$ cat src/rtl/sva_mon_pkg.sv
// Shared types and limits for the implication monitor and its downstream tally logic.
package sva_mon_pkg;

    localparam int unsigned MAX_DELAY = 15;

    typedef enum logic [1:0] {
        RES_NONE,
        RES_PASS,
        RES_FAIL,
        RES_VACUOUS
    } sva_result_t;

    function automatic string result_to_str(input sva_result_t r);
        case (r)
            RES_NONE:    return "NONE";
            RES_PASS:    return "PASS";
            RES_FAIL:    return "FAIL";
            RES_VACUOUS: return "VACUOUS";
            default:     return "UNKNOWN";
        endcase
    endfunction

endpackage

$ cat src/rtl/sva_sat_counter.sv
// Saturating event counter; a clear loads the same-edge increment so no event is dropped.
module sva_sat_counter #(
    parameter int unsigned W = 16
) (
    input  logic         clk,
    input  logic         rst,
    input  logic         clear_i,
    input  logic         inc_i,
    output logic [W-1:0] count_o
);

    logic [W-1:0] count_q;
    logic [W-1:0] count_d;

    always_comb begin
        count_d = count_q;
        if (clear_i) begin
            count_d = W'(inc_i);
        end else if (inc_i && (count_q != '1)) begin
            count_d = count_q + W'(1);
        end
    end

    always_ff @(posedge clk) begin
        if (rst) begin
            count_q <= '0;
        end else begin
            count_q <= count_d;
        end
    end

    assign count_o = count_q;

endmodule

$ cat src/rtl/sva_implication_monitor.sv
// Clocked implication check (ant |-> ##DELAY cons, disable iff disable_i) producing
// registered pass/fail/vacuous pulses, an in-flight count and saturating tallies.
module sva_implication_monitor
    import sva_mon_pkg::*;
#(
    parameter int unsigned DELAY = 0,
    parameter int unsigned CNT_W = 16
) (
    input  logic             clk,
    input  logic             rst,
    input  logic             disable_i,
    input  logic             ant_i,
    input  logic             cons_i,
    input  logic             clear_i,
    output logic             pass_o,
    output logic             fail_o,
    output logic             vacuous_o,
    output logic [CNT_W-1:0] pass_count_o,
    output logic [CNT_W-1:0] fail_count_o,
    output logic [4:0]       pending_o
);

    if (DELAY > MAX_DELAY) begin : g_bad_delay
        $fatal(1, "sva_implication_monitor: DELAY %0d exceeds MAX_DELAY %0d", DELAY, MAX_DELAY);
    end

    logic        active;
    logic        mature;
    logic [4:0]  pend_cnt_d;

    sva_result_t result_q;
    sva_result_t result_d;
    logic        vacuous_q;
    logic        vacuous_d;
    logic [4:0]  pending_q;
    logic        pass_inc;
    logic        fail_inc;

    assign active = ~disable_i;

    if (DELAY == 0) begin : g_overlap
        // Overlapping implication: the attempt matures on its own start edge.
        assign mature     = ant_i;
        assign pend_cnt_d = '0;
    end else begin : g_pipe
        logic [DELAY-1:0] pend_q;
        logic [DELAY-1:0] pend_d;

        always_comb begin
            pend_d = '0;
            if (active) begin
                pend_d = DELAY'({pend_q, ant_i});
            end
        end

        always_comb begin
            pend_cnt_d = '0;
            for (int unsigned i = 0; i < DELAY; i++) begin
                pend_cnt_d = pend_cnt_d + 5'(pend_d[i]);
            end
        end

        always_ff @(posedge clk) begin
            if (rst) begin
                pend_q <= '0;
            end else begin
                pend_q <= pend_d;
            end
        end

        assign mature = pend_q[DELAY-1];
    end

    // Vacuous tracking stays separate: with DELAY>0 it can coincide with a maturation.
    always_comb begin
        result_d = RES_NONE;
        if (active && mature) begin
            result_d = cons_i ? RES_PASS : RES_FAIL;
        end
    end

    assign vacuous_d = active & ~ant_i;
    assign pass_inc  = (result_d == RES_PASS);
    assign fail_inc  = (result_d == RES_FAIL);

    always_ff @(posedge clk) begin
        if (rst) begin
            result_q  <= RES_NONE;
            vacuous_q <= 1'b0;
            pending_q <= '0;
        end else begin
            result_q  <= result_d;
            vacuous_q <= vacuous_d;
            pending_q <= pend_cnt_d;
        end
    end

    assign pass_o    = (result_q == RES_PASS);
    assign fail_o    = (result_q == RES_FAIL);
    assign vacuous_o = vacuous_q;
    assign pending_o = pending_q;

    sva_sat_counter #(
        .W(CNT_W)
    ) u_pass_cnt (
        .clk     (clk),
        .rst     (rst),
        .clear_i (clear_i),
        .inc_i   (pass_inc),
        .count_o (pass_count_o)
    );

    sva_sat_counter #(
        .W(CNT_W)
    ) u_fail_cnt (
        .clk     (clk),
        .rst     (rst),
        .clear_i (clear_i),
        .inc_i   (fail_inc),
        .count_o (fail_count_o)
    );

endmodule

$ cat config.mk
export PLATFORM = sky130hd
export DESIGN_NAME = sva_implication_monitor
export DESIGN_NICKNAME = d
export VERILOG_FILES = /design/src/rtl/sva_mon_pkg.sv /design/src/rtl/sva_sat_counter.sv /design/src/rtl/sva_implication_monitor.sv
export SDC_FILE = /design/constraint.sdc
export NUM_CORES = 1
export LEC_CHECK = 0
export BUFFER_PORTS_ARGS = -buffer_cell sky130_fd_sc_hd__buf_2
export CAP_MARGIN = 20
export CORE_MARGIN = 2
export CORE_UTILIZATION = 52
export DETAILED_ROUTE_END_ITERATION = 6
export HOLD_SLACK_MARGIN = 0.02
export PLACE_DENSITY = 0.81
export REMOVE_ABC_BUFFERS = 1
export SLEW_MARGIN = 20
export SYNTH_ARGS = -nofsm -noshare
export SYNTH_HDL_FRONTEND = slang
export SYNTH_SLANG_ARGS = --single-unit
$ cat constraint.sdc
create_clock -name clk -period 2.4 [get_ports clk]
set_input_delay 0.24 -clock clk [delete_from_list [all_inputs] [get_ports clk]]
set_output_delay 0.24 -clock clk [all_outputs]
set_load 0.01 [all_outputs]
After elaboration in Yosys (flattened, before gate mapping)
Cells that the tools add are included.
Operators by class
  muxes and demuxes: 6
  $add $sub $neg: 2
  bitwise logic cells: 3
  eq/ne operators: 6
  reduce and logical (&&, ||, !) cells: 6
Operators by type and width (number)
  $add A16 B1 Y16 const B: 2
  $ne A16 B16 Y1 const B: 2
  $eq A2 B1 Y1 const B: 2
  $eq A2 B2 Y1 const B: 2
  $mux W1: 4
  $mux W2: 2
  $reduce_bool A2 Y1: 2
  $logic_and A1 B1 Y1: 3
  $not A1 Y1: 2
  $reduce_or A2 Y1: 1
  $and A1 B1 Y1: 1
Word-level totals
  input port bits: 6
  flip-flop bits (word level): 35
  word-level logic and storage cells: 29
  output and inout bits: 40

Depth between registers and ports, before layout
Gate-level depths: netlist of the first run.
  word-level depth: 7
  depth in mapped cells: 7
  depth with buffers taken out: 5

Hierarchy
From an unflattened synthesis of the first run, not the netlist that was laid out.
Second synthesis, totals
  cell total of the unflattened synthesis: 202
  area total of the unflattened synthesis: 1785.5 um^2
By module, submodules not included
  sva_sat_counter: times used 2, area each 810.8 um^2, seq. area each 320.3 um^2, cells an instance 93
  sva_implication_monitor: times used 1, area each 163.9 um^2, seq. area each 60.1 um^2, cells an instance 16

Least setup slack after synthesis of the first run
Ideal clock, no wire load.
  path type: register -> register
  from: register u_pass_cnt.count_q[0] (netlist: u_pass_cnt.count_o[0])
  to: register u_pass_cnt.count_q[1] (netlist: u_pass_cnt.count_o[1])
  cell stages (with the launch flop): 8
  library setup time: 70 ps
  arrival time: 1983 ps
  slack: 347 ps
  period minus slack after synthesis: 2053 ps
  buffers on the path: 2
  cell sequence: dfxtp_1 -> ha_1 -> nand4_1 -> nor4_1 -> clkbuf_1 -> clkbuf_1 -> o21ai_0 -> a21oi_1
On the way
  longest elaborated chain between the ends: 2
Ends and longest elaborated chain
  start: declaration: RTL line sva_sat_counter.sv:12  | logic [W-1:0] count_q;
  start signal: assignment: RTL line sva_sat_counter.sv:28  | count_q <= count_d;
  branches (longest 2 deep; another with $add A16 B1 Y16)
Parallel ways; which one is timed is not known.
A chain may end at the register's enable or synchronous reset.

Final worst setup path of the first run
  from: register u_fail_cnt.count_q[5] (netlist: u_fail_cnt.count_o[5])
  to: register u_fail_cnt.count_q[11] (netlist: u_fail_cnt.count_o[11])
On the way
  longest elaborated chain between the ends: 2
Ends and longest elaborated chain (RTL line)
  start: declaration: sva_sat_counter.sv:12
  start signal: assignment: sva_sat_counter.sv:28
  branches (longest 2 deep; another with $add A16 B1 Y16)
Parallel ways; which one is timed is not known.

==> impl_metrics.csv, run 1 <==
group,metric,value,unit
run_status,outcome,"finished clean",
final_layout,nets,267,
synthesis,synth_area_leaders,"dfxtp_1 38%, or4_1 7.8%, o31ai_1 6.9%, a21oi_1 6.5%, nand3_1 4.1%",
synthesis,synth_edf_count,0,
global_route,grt_pass1_vias,1646,
floorplan,initial_core_util,54.7,%
synthesis,yosys.cell_count.top_type,"dfxtp_1",
timing,setup_viol,0,
placement,dpl.hpwl,3.15,mm
timing,worst_slew_pin_slew,0.588,ns
global_route,grt_max_degree,16,
setup_path,critPathMaxFanout,9,
setup_path,cp_data_arrival_time,2.38,ns
synthesis,netlist_top_cells_count,"35 x dfxtp_1, 24 x a21oi_1, 19 x or4_1",
setup_path,reg2reg_slack,0.30,ns
power_and_ir_drop,p_int,0.000711,W
setup_path,crit_path_top_delay_cell,"or4_1",
synthesis,synth_cell_types,40,
min_path,hp-class,"in -> reg",
final_layout,fin_cells,306,
routing,drc,0,
synthesis,synth-simple-area-share,31.7,%
synthesis,synthXorXnorAreaFrac,0,%
synthesis,synth_seq_area_share,38.1,%
synthesis,synth_cells,219,
routing,drtAntennaViolNets,0,
synthesis,yosysTopAreaCell,"dfxtp_1",
clock_network,clockRootBuffer,"clkbuf_4",
routing,vias,1912,
timing,fin_skew,0.00584,ns
synthesis,synth_fa_ha_area_share,1.36,%
routing,first_pass_iters,4,
clock_network,clock_sinks,35,
routing,wirelength,4.42,mm
routing,wire_per_inst,14.4,microns
timing,rsz0062_at_grt,"false",
synthesis,ys_ff_latch,35,
power_and_ir_drop,vdd_ir_drop_max,0.000309,V
routing,initialDrtViolationCount,155,
power_and_ir_drop,p_seq_share,61.6,%
final_layout,drive_above_1_share,21.9,%
synthesis,synth_mux_area_share,0,%
placement,gp_congestion,0.836,
setup_path,critPathLaunchType,"flip-flop",
setup_path,required,2.69,ns
placement,dp.cells,298,
clock_network,cts_resized,0,
power_and_ir_drop,p_sw,0.000241,W
synthesis,synth_async_sr_flop_share,0,%
timing,max_freq,477,MHz
global_route,antenna_found_initial,0,
synthesis,synth_compound_area_share,23.6,%
synthesis,synth_top_family_by_area,"simple AND/OR/NAND/NOR gates",
clock_network,cts_tree,"done",
global_route,grt_first_pass_wirelength,7.50,mm
timing,finalWorstSetupSlack,0.303,ns
clock_network,clkTransAtPathRegs,0.11,ns
routing,vias_per_cell,6.25,
power_and_ir_drop,p_clk_share,33.7,%
floorplan,core_region_area,0.00336,sq mm
clock_network,clock_latency,0.35,ns
synthesis,yosysWarnings,0,
clock_network,numCtsBuffers,5,
job,maxCapViolCount,0,
clock_network,htreeDepth,2,
placement,dp_slack,0.239,ns
floorplan,rows,21,
power_and_ir_drop,comb_power_share,4.7,%
synthesis,synth_top_area_share,38.1,%
synthesis,avgSynthCellArea,8.39,sq um
timing,finalMaxSlewViolations,0,
setup_path,critPathMaxStageDelay,0.67,ns
timing,max-slew-margin-rel,60.5,%
global_route,grt_usage,23.2,%
global_route,grt-ovfl-total,0,
power_and_ir_drop,power.density,448,mW/mm^2
final_layout,antennaDiodeCount,0,
final_layout,syn_to_final_growth,15.5,%
setup_path,critPathKind,"reg -> reg",
synthesis,synth-main-ff-cell,"dfxtp_1",
power_and_ir_drop,p_leak,0.753,nW
setup_path,crit_path_frequent_cell,"or4_1",
setup_path,cp-end-kind,"flip-flop",
power_and_ir_drop,switching_share,25.3,%
timing,fin_crit_sh,87.4,%
floorplan,fp.dieH,63.5,microns
clock_network,postCtsHoldBufs,0,
timing,hold_violations,0,
floorplan,ios,46,
setup_path,crit_chain,"nand4_1 > or4_1 > or4_1 > a21oi_1",
timing,min_period,2.10,ns
clock_network,clk_path_buf_depth,2,
synthesis,syn-cell-area,0.00184,sq mm
clock_network,post_cts_buffers,0,
floorplan,die_area,0.00403,sq mm
placement,io_buffers,40,
floorplan,die_x,63.5,microns
[placed cells by master (no fill, tap or decap), types with 3 or more instances in the layout]
master    Yosys  layout
a21oi_1      24      24
a41oi_1       3       3
and4_1        6       6
buf_2         2      40
buf_4         5       5
clkbuf_4      0       5
conb_1        1       5
dfxtp_1      35      35
inv_1         3       3
nand2_1      14      14
nand3_1      15      15
nand4_1       9       9
nor2_1        7       7
nor2b_1       3       3
nor3_1        3       3
nor4_1        4       3
o21ai_0       9       9
o31ai_1      17      17
or3_1         5       5
or4_1        19      19
[path summary, 6_finish.rpt]
check	start	cells after the start	end
setup / recovery	u_fail_cnt.count_o[5]$_SDFFE_PP0P_	4	u_fail_cnt.count_o[11]$_SDFFE_PP0P_
hold / removal	ant_i	2	vacuous_o$_SDFF_PP0_
setup reg to reg	u_fail_cnt.count_o[5]$_SDFFE_PP0P_	4	u_fail_cnt.count_o[11]$_SDFFE_PP0P_
hold reg to reg	u_pass_cnt.count_o[15]$_SDFFE_PP0P_	2	u_pass_cnt.count_o[15]$_SDFFE_PP0P_
[logic make-up after synthesis]
| family | after synthesis |
|---|---|
| adders and majority gates | 2 |
| other | 1 |
| DFF | 35 |
| and+or+nand+nor | 95 |
| buffers and inverters | 19 |
| AOI/OAI and AO/OA | 67 |
[layer usage]
metal / vias to the layer above / GRT usage (%) / share of wire [%]
met4: 0 / 5.71 / 1.2
li1: 950 / - / -
met2: 67 / 38.2 / 46
met5: - / 0 / 0
met1: 889 / 29.9 / 45
met3: 6 / 6.43 / 7.6
[sequential cells by signal, summed over array words and instances (netlist names)]
| signal | cells |
|---|---|
| vacuous_o | 1 |
| u_pass_cnt.count_o | 16 |
| result_q | 2 |
| u_fail_cnt.count_o | 16 |
[per-stage QoR]
step / util [%] / instance area (sq um) / hold slack [ns] / TNS, ns / power [W]
detailed placement: 61.6 / 2070 / 0.489 / 0 / 0.000644
global route: 63.1 / 2120 / 0.116 / 0 / 0.000984
CTS: 63.1 / 2120 / 0.102 / 0 / 0.000960
finish: 63.1 / 2120 / 0.119 / 0 / 0.000952
global placement: 61.6 / 2070 / 0.479 / 0 / 0.000643
floorplan: - / 1770 / 0.309 / -3.28 / 0.000622
[layout make-up]
class	count	area (sq um)
fillers	319	1240
multi-input cells	169	1070
flip-flops and latches	35	701
repair buffers	45	238
well taps	46	57.6
clock buffers	7	45.0
inverters	3	11.3
clock inverters	1	5.00
[power groups by stage]
stage                     Combinational (W)  Clock [W]  Sequential [W]
after floorplan                   0.0000222          0        0.000600
after global placement            0.0000437          0        0.000599
after detailed placement          0.0000447          0        0.000599
after CTS                         0.0000449   0.000329        0.000586
after global routing              0.0000497   0.000347        0.000587
final                             0.0000450   0.000321        0.000586
[critical path, delay by kind of cell, from the launching register on]
kind             cells  cell delay (ns)
AO/OA/AOI/OAI        1             0.16
flip-flops           1             0.50
AND/OR/NAND/NOR      3             1.38
(Power assumes the default switching activity.)
==> run 2, diff against run 1 <==
MAX_ROUTING_LAYER = met4   (was default)
==> run 2 against run 1 <==
  * Clock power is essentially flat
  * Via count shrank 0.84%
  * Worst setup slack about the same
  * Largest cell class unchanged
  * Flip-flop and latch count stayed put
  * Critical path depth is the same
  * Die area unchanged
  * Hold slack better by 0.0058 ns
  * Sequential power hardly changed
==> impl_metrics.csv, run 2 (synthesis results as in run 1) <==
group,metric,value,unit
run_status,outcome,"finished clean",
routing,wl_met2,2.00,mm
routing,wl_met3,307,microns
setup_path,crit_path_top_delay_cell,"or4_1",
placement,dpl.hpwl,3.15,mm
floorplan,rows,21,
setup_path,critPathLaunchType,"flip-flop",
routing,wire_per_inst,14.3,microns
routing,drt-met1-wl,2.02,mm
setup_path,critPathMaxStageDelay,0.67,ns
clock_network,clkTransAtPathRegs,0.11,ns
placement,dp.cells,298,
floorplan,core_region_area,0.00336,sq mm
clock_network,numCtsBuffers,5,
job,maxCapViolCount,0,
routing,drc,0,
timing,hold_violations,0,
placement,io_buffers,40,
routing,initialDrtViolationCount,162,
placement,dpl_cell_area,0.00207,sq mm
setup_path,crit_path_frequent_cell,"or4_1",
setup_path,cp_data_arrival_time,2.38,ns
timing,setup_viol,0,
final_layout,drive_above_1_share,21.9,%
timing,finalWorstSetupSlack,0.303,ns
timing,worst_slew_pin_slew,0.588,ns
clock_network,clock_sinks,35,
global_route,antenna_found_initial,0,
power_and_ir_drop,p_seq_share,61.7,%
global_route,grt_first_pass_wirelength,7.49,mm
routing,top_layer,"met4",
clock_network,htreeDepth,2,
floorplan,die_area,0.00403,sq mm
timing,rsz0062_at_grt,"false",
floorplan,ios,46,
setup_path,cp-end-kind,"flip-flop",
routing,wirelength,4.37,mm
routing,vias,1896,
clock_network,cts_resized,0,
power_and_ir_drop,switching_share,25.1,%
placement,dp_slack,0.239,ns
setup_path,critPathMaxFanout,9,
clock_network,clockRootBuffer,"clkbuf_4",
final_layout,fillerInstances,319,
timing,fin_crit_sh,87.4,%
final_layout,syn_to_final_growth,15.5,%
clock_network,cts_tree,"done",
power_and_ir_drop,p_int,0.000711,W
floorplan,fp.dieH,63.5,microns
final_layout,fin_cells,306,
timing,setup_tns,0,ns
setup_path,required,2.69,ns
global_route,grt_max_degree,16,
power_and_ir_drop,p_clk_share,33.6,%
power_and_ir_drop,p_sw,0.000238,W
final_layout,final_common_cell,"buf_2",
setup_path,critPathKind,"reg -> reg",
global_route,grt_pass1_vias,1646,
routing,vias_per_cell,6.20,
global_route,grt-ovfl-total,0,
placement,gp_congestion,0.849,
floorplan,die_x,63.5,microns
timing,finalMaxSlewViolations,0,
routing,first_pass_iters,4,
setup_path,crit_chain,"nand4_1 > or4_1 > or4_1 > a21oi_1",
min_path,hp-class,"in -> reg",
timing,max_freq,477,MHz
clock_network,post_cts_buffers,0,
final_layout,nets,267,
timing,max-slew-margin-rel,60.5,%
final_layout,mostFrequentLayoutCells,"40 x buf_2, 35 x dfxtp_1, 24 x a21oi_1, 19 x or4_1, 17 x o31ai_1",
power_and_ir_drop,vdd_ir_drop_max,0.000311,V
routing,drtAntennaViolNets,0,
final_layout,antennaDiodeCount,0,
clock_network,clock_latency,0.35,ns
power_and_ir_drop,p_leak,0.753,nW
global_route,grt_usage,23.7,%
power_and_ir_drop,comb_power_share,4.7,%
power_and_ir_drop,power.density,447,mW/mm^2
timing,fin_skew,0.00709,ns
final_layout,fin_area,0.00212,sq mm
clock_network,postCtsHoldBufs,0,
floorplan,initial_core_util,54.7,%
timing,min_period,2.10,ns
clock_network,clk_path_buf_depth,2,
run 2: power groups by stage:
| stage | Sequential [W] | Clock (W) | Combinational [W] |
|---|---|---|---|
| global placement | 0.000599 | 0 | 0.0000437 |
| CTS | 0.000586 | 0.000329 | 0.0000449 |
| global route | 0.000587 | 0.000345 | 0.0000497 |
| detailed placement | 0.000599 | 0 | 0.0000447 |
| finish | 0.000586 | 0.000319 | 0.0000448 |
| floorplan | 0.000600 | 0 | 0.0000222 |
run 2: area by class of cell:
type	count	area [sq um]	area share, %
tap	46	57.6	2.71
multi-input combinational	169	1070	50.2
clock buffer	7	45.0	2.12
inverter	3	11.3	0.530
clock inverter	1	5.00	0.236
sequential	35	701	33.0
timing repair buffer	45	238	11.2
run 2: worst paths after layout:
kind / endpoint / cells after the start / slack (ns) / start
min: vacuous_o$_SDFF_PP0_ / 2 / 0.12 / ant_i
max: u_fail_cnt.count_o[15]$_SDFFE_PP0P_ / 4 / 0.30 / u_fail_cnt.count_o[5]$_SDFFE_PP0P_
max reg2reg: u_fail_cnt.count_o[15]$_SDFFE_PP0P_ / 4 / 0.30 / u_fail_cnt.count_o[5]$_SDFFE_PP0P_
min reg2reg: u_pass_cnt.count_o[15]$_SDFFE_PP0P_ / 2 / 0.51 / u_pass_cnt.count_o[15]$_SDFFE_PP0P_
run 2: metrics by stage:
| step | hold slack [ns] | total power (W) | util (%) |
|---|---|---|---|
| after floorplan | 0.309 | 0.000622 | - |
| after global placement | 0.479 | 0.000643 | 61.6 |
| after detailed placement | 0.489 | 0.000644 | 61.6 |
| after CTS | 0.102 | 0.000960 | 63.1 |
| after global routing | 0.120 | 0.000982 | 63.1 |
| final | 0.125 | 0.000949 | 63.1 |
run 2: critical path, delay by kind of cell (launching register included):
kind,cells,cell delay (ns)
AND/OR/NAND/NOR,3,1.40
flip-flops,1,0.50
AO/OA/AOI/OAI,1,0.15
run 2: layer usage:
layer	GRT usage (%)	vias up
met5	-	-
met4	5.71	0
met3	5.89	6
met2	38.2	66
met1	29.9	874
li1	-	950
==> run 3, diff against run 2 <==
BUFFER_PORTS_ARGS = default   (was -buffer_cell sky130_fd_sc_hd__buf_2)
CAP_MARGIN = default   (was 20)
CORE_UTILIZATION = 62   (was 52)
DONT_BUFFER_PORTS = 1   (was default)
REMOVE_ABC_BUFFERS = default   (was 1)
==> run 3 against run 2 <==
  * Clock-buffer cell count shrank 1
  * Wire length up 1.1%
  * Worst setup slack got worse by 0.052 ns
  * Global-route usage is 4.6 points higher
  * Register-to-register slack got worse by 0.05 ns
  * Flip-flop and latch count unchanged
  * Total power rose by 1.1%
  * Die area fell by 15%
  * Sequential share of layout area grew 3.4 points
  * Core utilization grew 6.1 points
  * First-iteration DRC count decreased by 26%
==> impl_metrics.csv, run 3 (synthesis results as in run 1) <==
group,metric,value,unit
run_status,outcome,"finished clean",
placement,io_buffers,0,
final_layout,syn_to_final_growth,4.77,%
routing,wirelength,4.42,mm
routing,wire_per_inst,17.6,microns
power_and_ir_drop,p_leak,0.548,nW
clock_network,cts_tree,"done",
min_path,hp-class,"in -> reg",
timing,setup_tns,0,ns
global_route,grt_usage,28.2,%
final_layout,fin_cells,251,
timing,fin_crit_sh,89.5,%
setup_path,critPathMaxFanout,9,
clock_network,clk_path_buf_depth,2,
power_and_ir_drop,power.density,498,mW/mm^2
final_layout,final_common_cell,"dfxtp_1",
global_route,grt_max_degree,29,
routing,vias,1814,
floorplan,rows,19,
clock_network,clkTransAtPathRegs,0.11,ns
final_layout,mostFrequentLayoutCells,"35 x dfxtp_1, 24 x a21oi_1, 19 x or4_1, 17 x o31ai_1, 15 x nand3_1",
timing,setup_viol,0,
global_route,grt_pass1_vias,1709,
final_layout,nets,228,
routing,drtAntennaViolNets,0,
job,maxCapViolCount,0,
global_route,antenna_found_initial,0,
setup_path,crit_path_top_delay_cell,"or4_1",
routing,drc,0,
clock_network,cts_resized,0,
floorplan,die_area,0.00342,sq mm
routing,vias_per_cell,7.23,
placement,dp.cells,241,
timing,rsz0062_at_grt,"false",
setup_path,cp_data_arrival_time,2.42,ns
clock_network,clockRootBuffer,"clkbuf_4",
final_layout,drive_above_1_share,7.27,%
timing,fin_skew,0.0115,ns
global_route,grt-ovfl-total,0,
setup_path,critPathKind,"reg -> reg",
timing,max_freq,465,MHz
clock_network,clock_sinks,35,
clock_network,clock_latency,0.35,ns
floorplan,initial_core_util,66.1,%
routing,initialDrtViolationCount,120,
placement,gp_congestion,0.820,
routing,first_pass_iters,4,
setup_path,crit_path_frequent_cell,"or4_1",
setup_path,critPathMaxStageDelay,0.68,ns
floorplan,ios,46,
setup_path,crit_chain,"nand4_1 > or4_1 > or4_1 > a21oi_1",
timing,worst_slew_pin_slew,0.613,ns
clock_network,htreeDepth,2,
setup_path,cp-end-kind,"flip-flop",
global_route,grt_first_pass_wirelength,7.29,mm
power_and_ir_drop,vdd_ir_drop_max,0.000605,V
timing,min_period,2.15,ns
placement,dpl.hpwl,3.01,mm
clock_network,numCtsBuffers,5,
setup_path,critPathLaunchType,"flip-flop",
floorplan,core_region_area,0.00278,sq mm
timing,max-slew-margin-rel,58.8,%
floorplan,die_x,58.4,microns
timing,hold_violations,0,
final_layout,fillerInstances,231,
floorplan,fp.dieH,58.4,microns
timing,finalMaxSlewViolations,0,
final_layout,antennaDiodeCount,0,
setup_path,required,2.67,ns
run 3: final timing paths:
path,startpoint,end,slack [ns],cells past startpoint
min,rst,u_pass_cnt.count_o[0]$_SDFFE_PP0P_,0.05,2
max reg2reg,u_fail_cnt.count_o[5]$_SDFFE_PP0P_,u_fail_cnt.count_o[15]$_SDFFE_PP0P_,0.25,4
min reg2reg,u_pass_cnt.count_o[15]$_SDFFE_PP0P_,u_pass_cnt.count_o[15]$_SDFFE_PP0P_,0.55,2
max,u_fail_cnt.count_o[5]$_SDFFE_PP0P_,u_fail_cnt.count_o[15]$_SDFFE_PP0P_,0.25,4
run 3: layout make-up:
| cell class | count | area (sq um) | share of cell area [%] |
|---|---|---|---|
| multi-input combinational | 169 | 1070 | 55.4 |
| sequential | 35 | 701 | 36.4 |
| timing repair buffer | 6 | 52.6 | 2.73 |
| clock buffer | 6 | 51.3 | 2.66 |
| tap | 31 | 38.8 | 2.01 |
| inverter | 3 | 11.3 | 0.585 |
| clock inverter | 1 | 5.00 | 0.260 |
run 3: what timing repair did:
action                                 4_1_cts  5_1_grt
endpoints found under the hold margin        5        0
hold buffers                                 3        0
setup buffers                                0        0
run 3: per-layer routing:
| layer | global-route usage, % | share of wire [%] | vias up |
|---|---|---|---|
| li1 | - | - | 867 |
| met1 | 31.9 | 41 | 863 |
| met2 | 45.6 | 49 | 77 |
| met3 | 9.67 | 8.1 | 7 |
| met4 | 11.6 | 1.7 | 0 |
| met5 | - | 0 | - |
run 3: worst max-delay path, delay by kind of cell (launching register included):
kind | cells | cell delay, ns
simple gates | 3 | 1.41
flops | 1 | 0.53
compound gates | 1 | 0.15
run 3: per-stage QoR:
stage	instance area (sq um)	util, %	total power (W)	worst slack (ns)	hold WS, ns
after global routing	1930	69.2	0.000993	0.128	0.0588
after global placement	1840	66.1	0.000630	0.374	0.312
final	1930	69.2	0.000960	0.251	0.0521
after detailed placement	1840	66.1	0.000631	0.284	0.315
after floorplan	1850	-	0.000632	0.347	0.317
after CTS	1930	69.2	0.000965	0.265	0.0427
run 3: power breakdown:
part	leakage, nW	switching (W)	internal, W
Clock	0.0341	0.000201	0.000136
Combinational	0.232	0.0000250	0.0000105
Sequential	0.282	0.00000379	0.000583
